## src/rtl/spi_resp_framer.sv

```systemverilog
// -----------------------------------------------------------------------------
// spi_resp_framer
//
// Drains the SPI response FIFO and wraps each pending burst into a framed
// packet on a byte-wide valid/ready stream towards the host-link transmitter:
//
//   SYNC_BYTE, CHAN_ID, LEN, payload[LEN], CHECK
//
// LEN is min(fill level, MAX_LEN). A larger backlog is sent as several frames.
// CHECK covers CHAN_ID, LEN and the payload. SYNC is not included.
//
// Build option:
//   SPI_FRAMER_CRC8_EN  defined     -> CHECK is CRC-8 (poly 0x07, init 0x00,
//                                      MSB-first, no final XOR)
//                       not defined -> CHECK is the 8-bit sum mod 256
//   The state sequence and the timing are the same in both builds.
//
// Ports:
//   clk          in   clock
//   n_rst        in   asynchronous active-low reset
//   have_msg     in   response FIFO non-empty
//   len    [7:0] in   response FIFO fill level in bytes
//   out_data[7:0] in  FIFO read data, valid the cycle after rd_req
//   rd_req       out  FIFO read strobe, single-cycle pulses
//   tx_data[7:0] out  frame byte to the transmitter
//   tx_valid     out  tx_data valid
//   tx_ready     in   transmitter accepts the byte on tx_valid & tx_ready
//   busy         out  frame in progress
//   frames_sent[7:0] out  completed-frame counter, wraps 255 -> 0
// -----------------------------------------------------------------------------
module spi_resp_framer (
  input  logic       clk,
  input  logic       n_rst,
  input  logic       have_msg,
  input  logic [7:0] len,
  input  logic [7:0] out_data,
  output logic       rd_req,
  output logic [7:0] tx_data,
  output logic       tx_valid,
  input  logic       tx_ready,
  output logic       busy,
  output logic [7:0] frames_sent
);

  localparam logic [7:0] SYNC_BYTE = 8'hA5;
  localparam logic [7:0] CHAN_ID   = 8'h00;
  localparam logic [7:0] MAX_LEN   = 8'd64;

  typedef enum logic [2:0] {
    ST_IDLE  = 3'd0,
    ST_SYNC  = 3'd1,
    ST_ID    = 3'd2,
    ST_LEN   = 3'd3,
    ST_FETCH = 3'd4,
    ST_LOAD  = 3'd5,
    ST_DATA  = 3'd6,
    ST_CHK   = 3'd7
  } state_t;

  state_t     state_r;
  logic [7:0] cnt_r;   // payload bytes still to be read for this frame
  logic [7:0] chk_r;   // running check byte
  logic       hs_s;    // byte accepted by the transmitter this cycle

  // Fold one byte into the running check value.
  function automatic logic [7:0] fold_byte(input logic [7:0] acc, input logic [7:0] b);
`ifdef SPI_FRAMER_CRC8_EN
    logic [7:0] c;
    c = acc ^ b;
    for (int i = 0; i < 8; i++) begin
      if (c[7]) begin
        c = {c[6:0], 1'b0} ^ 8'h07;
      end else begin
        c = {c[6:0], 1'b0};
      end
    end
    return c;
`else
    return acc + b;
`endif
  endfunction

  assign hs_s = tx_valid & tx_ready;

  // Framing FSM; all outputs are registered here.
  always_ff @(posedge clk or negedge n_rst) begin
    if (!n_rst) begin
      state_r     <= ST_IDLE;
      cnt_r       <= 8'd0;
      chk_r       <= 8'd0;
      rd_req      <= 1'b0;
      tx_data     <= 8'd0;
      tx_valid    <= 1'b0;
      busy        <= 1'b0;
      frames_sent <= 8'd0;
    end else begin
      case (state_r)
        ST_IDLE: begin
          rd_req   <= 1'b0;
          tx_valid <= 1'b0;
          // A zero fill level with have_msg set is a lagging count: wait.
          if (have_msg && (len != 8'd0)) begin
            cnt_r    <= (len > MAX_LEN) ? MAX_LEN : len;
            chk_r    <= 8'd0;
            tx_data  <= SYNC_BYTE;
            tx_valid <= 1'b1;
            busy     <= 1'b1;
            state_r  <= ST_SYNC;
          end else begin
            busy     <= 1'b0;
          end
        end

        ST_SYNC: begin
          if (hs_s) begin
            tx_data <= CHAN_ID;
            state_r <= ST_ID;
          end
        end

        ST_ID: begin
          if (hs_s) begin
            chk_r   <= fold_byte(chk_r, CHAN_ID);
            tx_data <= cnt_r;
            state_r <= ST_LEN;
          end
        end

        ST_LEN: begin
          if (hs_s) begin
            chk_r    <= fold_byte(chk_r, cnt_r);
            tx_valid <= 1'b0;
            rd_req   <= 1'b1;   // high for the whole FETCH cycle only
            state_r  <= ST_FETCH;
          end
        end

        ST_FETCH: begin
          rd_req  <= 1'b0;
          state_r <= ST_LOAD;
        end

        ST_LOAD: begin
          // out_data now holds the byte requested in FETCH.
          tx_data  <= out_data;
          tx_valid <= 1'b1;
          chk_r    <= fold_byte(chk_r, out_data);
          cnt_r    <= cnt_r - 8'd1;
          state_r  <= ST_DATA;
        end

        ST_DATA: begin
          if (hs_s) begin
            if (cnt_r != 8'd0) begin
              tx_valid <= 1'b0;
              rd_req   <= 1'b1;
              state_r  <= ST_FETCH;
            end else begin
              tx_data  <= chk_r;   // already includes the last payload byte
              state_r  <= ST_CHK;
            end
          end
        end

        ST_CHK: begin
          if (hs_s) begin
            tx_valid    <= 1'b0;
            busy        <= 1'b0;
            frames_sent <= frames_sent + 8'd1;
            state_r     <= ST_IDLE;
          end
        end

        default: begin
          state_r  <= ST_IDLE;
          rd_req   <= 1'b0;
          tx_valid <= 1'b0;
          busy     <= 1'b0;
        end
      endcase
    end
  end

endmodule

```

## config.mk

```make
export PLATFORM = sky130hd
export DESIGN_NAME = spi_resp_framer
export DESIGN_NICKNAME = d
export VERILOG_FILES = /design/src/rtl/spi_resp_framer.sv
export SDC_FILE = /design/constraint.sdc
export NUM_CORES = 1
export LEC_CHECK = 0
export CAP_MARGIN = 10
export CORE_MARGIN = 8
export CORE_UTILIZATION = 56
export CTS_BUF_LIST = sky130_fd_sc_hd__clkbuf_8
export CTS_CLUSTER_SIZE = 40
export DETAILED_ROUTE_END_ITERATION = 12
export PLACE_DENSITY = 0.87
export SLEW_MARGIN = 20
export SYNTH_ARGS = -nofsm -noshare
export SYNTH_HDL_FRONTEND = slang
export SYNTH_SLANG_ARGS = --single-unit
```

## constraint.sdc

```tcl
create_clock -name clk -period 3.7 [get_ports clk]
set_input_delay 0.925 -clock clk [delete_from_list [all_inputs] [get_ports clk]]
set_output_delay 0.925 -clock clk [all_outputs]
set_load 0.01 [all_outputs]
```

==> flow_metrics.tcl <==
set metrics [dict create \
    period_minus_slack_ps 3160 \
    cts_tree "yes" \
    timing.rr.start "state_r[1]$_DFFE_PN0P_" \
    crit_end "chk_r[7]$_DFFE_PN0P_" \
    htreeDepth 2 \
    finalHoldViolCount 0 \
    wl_per_cell_um 16.8 \
    final_cell_mix "nand2_1, dfrtp_1, clkdlybuf4s50_1" \
    tightest_slew_ps 848 \
    syn_area_mm2 0.00258 \
    holdWs_ps 476 \
    cts_root_buf "clkbuf_8" \
    async_flop_share_pct 100 \
    fin_nets 365 \
    firstDrtPassIters 6 \
    slew_viol_final 0 \
    io_buffers 38 \
    via_per_inst 6.16 \
    via_count 2361 \
    diodes 0 \
    ioPinCount 39 \
    yosys_most_used_dff "dfrtp_1" \
    gr-usage-all-layers_pct 17.7 \
    first_iter_violations 285 \
    avgSynthCellArea_um2 8.73 \
    leakagePower_nw 1.38 \
    grt_pass1_vias 2121 \
    fmax_mhz 316 \
    timing.max_cap.violations 0 \
    clock_latency_ps 300 \
    postCtsSetupRepairBufs 0 \
    totalWireLength_um 6430 \
    setup_ws_ps 537 \
    worstRegToRegCells 11 \
    start_kind "flop" \
    ys_seq_area_share_pct 36.8 \
    worst-path-max-fanout 10 \
    antenna_found_initial 0 \
    ir_worst_vdd_v 0.000324 \
    arrival_ps 3390 \
    synth_seq_cells 38 \
    rows 24 \
    cp.required_ps 3930 \
    cts_sinks 38 \
    drive_gt1_share_pct 8.76 \
    grt_pass1_wl_um 10400 \
    hpwl_um 4760 \
    r2r_slack_ps 540 \
    skew_ps 7.42 \
    min_path_type "flop to flop" \
    core-area_mm2 0.00441 \
    place_ws_ps 478 \
    grt_overflow 0 \
    cts_buffer_depth 2 \
    rsz0062_at_grt "false" \
    clk_pin_slew_ps 80 \
    power.density_mw_per_mm2 886 \
    syn_nets 331 \
    slew_headroom_pct 43.4 \
    start_util_pct 58.5 \
    gp_congestion 0.931 \
    synth_edf_count 0 \
    numCtsBuffers 5 \
    final_common_cell "nand2_1" \
    post-route-drc-count 0 \
    n_fill_cell 331 \
    antenna_left 0 \
    die_h_um 83.9 \
    endpoint_kind "flop" \
    fin_crit_sh_pct 85.5 \
    yosys_warnings 0 \
    die_area_mm2 0.00704 \
    setup_viol 0 \
    status "finished clean" \
    syn-instance-count 296 \
    tns_ps 0 \
    ctsHoldBuffers 0 \
    cts_resized 0 \
    worstReg2RegEnd "chk_r[7]$_DFFE_PN0P_" \
    crit_start "state_r[1]$_DFFE_PN0P_" \
    area_delta_synth_final_pct 20.6 \
    synth_cell_types 49 \
    grt_start_max_net_pins 39 \
    die_width_um 83.9 \
    path_class "flop to flop" \
]
==> flip-flops by register name, indices dropped and copies added (netlist names) <==
register	cells
frames_sent	8
busy	1
rd_req	1
tx_valid	1
state_r	3
chk_r	8
tx_data	8
cnt_r	8
==> how the worst min path moves through the flow <==
stage | end | slack (ps) | start | depth (start not counted)
floorplan | chk_r[2]$_DFFE_PN0P_ | 470 | chk_r[2]$_DFFE_PN0P_ | 2
global placement | frames_sent[7]$_DFFE_PN0P_ | 460 | frames_sent[7]$_DFFE_PN0P_ | 1
detailed placement | frames_sent[7]$_DFFE_PN0P_ | 470 | frames_sent[7]$_DFFE_PN0P_ | 1
CTS | frames_sent[7]$_DFFE_PN0P_ | 480 | frames_sent[7]$_DFFE_PN0P_ | 1
global route | frames_sent[7]$_DFFE_PN0P_ | 520 | frames_sent[7]$_DFFE_PN0P_ | 1
finish | frames_sent[7]$_DFFE_PN0P_ | 480 | frames_sent[7]$_DFFE_PN0P_ | 1
==> cell families (layout without fill, tap and decap cells) <==
logic type,Yosys count,count (layout),synth area share (%)
simple gates,120,120,22.0
compound gates,75,75,19.1
flops,38,38,36.8
buf+inv,25,60,4.46
fa+ha+maj,15,15,7.55
mux,14,14,6.97
xor+xnor,9,9,3.05
==> worst max-delay path: stages, from the launching register on <==
cell,delay (ps)
dfrtp_1,420
inv_1,120
ha_1,390
and2_1,370
nand2_1,80
o21ai_0,120
ha_1,290
a211oi_1,370
o211ai_1,170
a21o_1,200
a2111oi_0,370
o21bai_1,170
==> metal layers <==
layer  track usage [%]  share of wire (%)  vias up
li1                  -                  -     1123
met1              22.7                 43     1113
met2              27.0                 47      114
met3              4.79                7.3       11
met4              7.54                1.8        0
met5                 0                  0        -
==> Yosys cell counts, types with 6 or more instances <==
cell type / count / area, µm²
mux2_4: 7 / 105
nor2_1: 20 / 75.1
clkbuf_1: 7 / 26.3
dfrtp_1: 38 / 951
nand2_1: 52 / 195
xnor2_1: 6 / 52.6
o21ai_0: 13 / 65.1
nor2b_1: 9 / 56.3
nand3_1: 14 / 70.1
ha_1: 14 / 175
a21oi_1: 20 / 100
inv_1: 11 / 41.3
==> stage by stage <==
step	utilization, %	total power (W)	area (µm²)	std cells
after global routing	70.6	0.00295	3120	383
after CTS	70.6	0.00275	3120	383
final	70.6	0.00276	3120	383
after global placement	67.3	0.00224	2970	375
after detailed placement	67.3	0.00230	2970	375
after floorplan	-	0.00189	2580	296
==> report_power, final <==
part / internal (W) / switching [W]
Sequential: 0.000572 / 0.000185
Combinational: 0.000719 / 0.000842
Clock: 0.000288 / 0.000155
Total: 0.00158 / 0.00118
==> final cells by class <==
type	count	area [µm²]	share of cell area, %
sequential	38	951	30.5
clock buffer	6	82.6	2.65
multi-input combinational	233	1520	48.7
clock inverter	2	60.1	1.93
tap	52	65.1	2.09
timing repair buffer	41	398	12.8
inverter	11	41.3	1.33
Note: power is estimated with default switching activity, not from simulation.
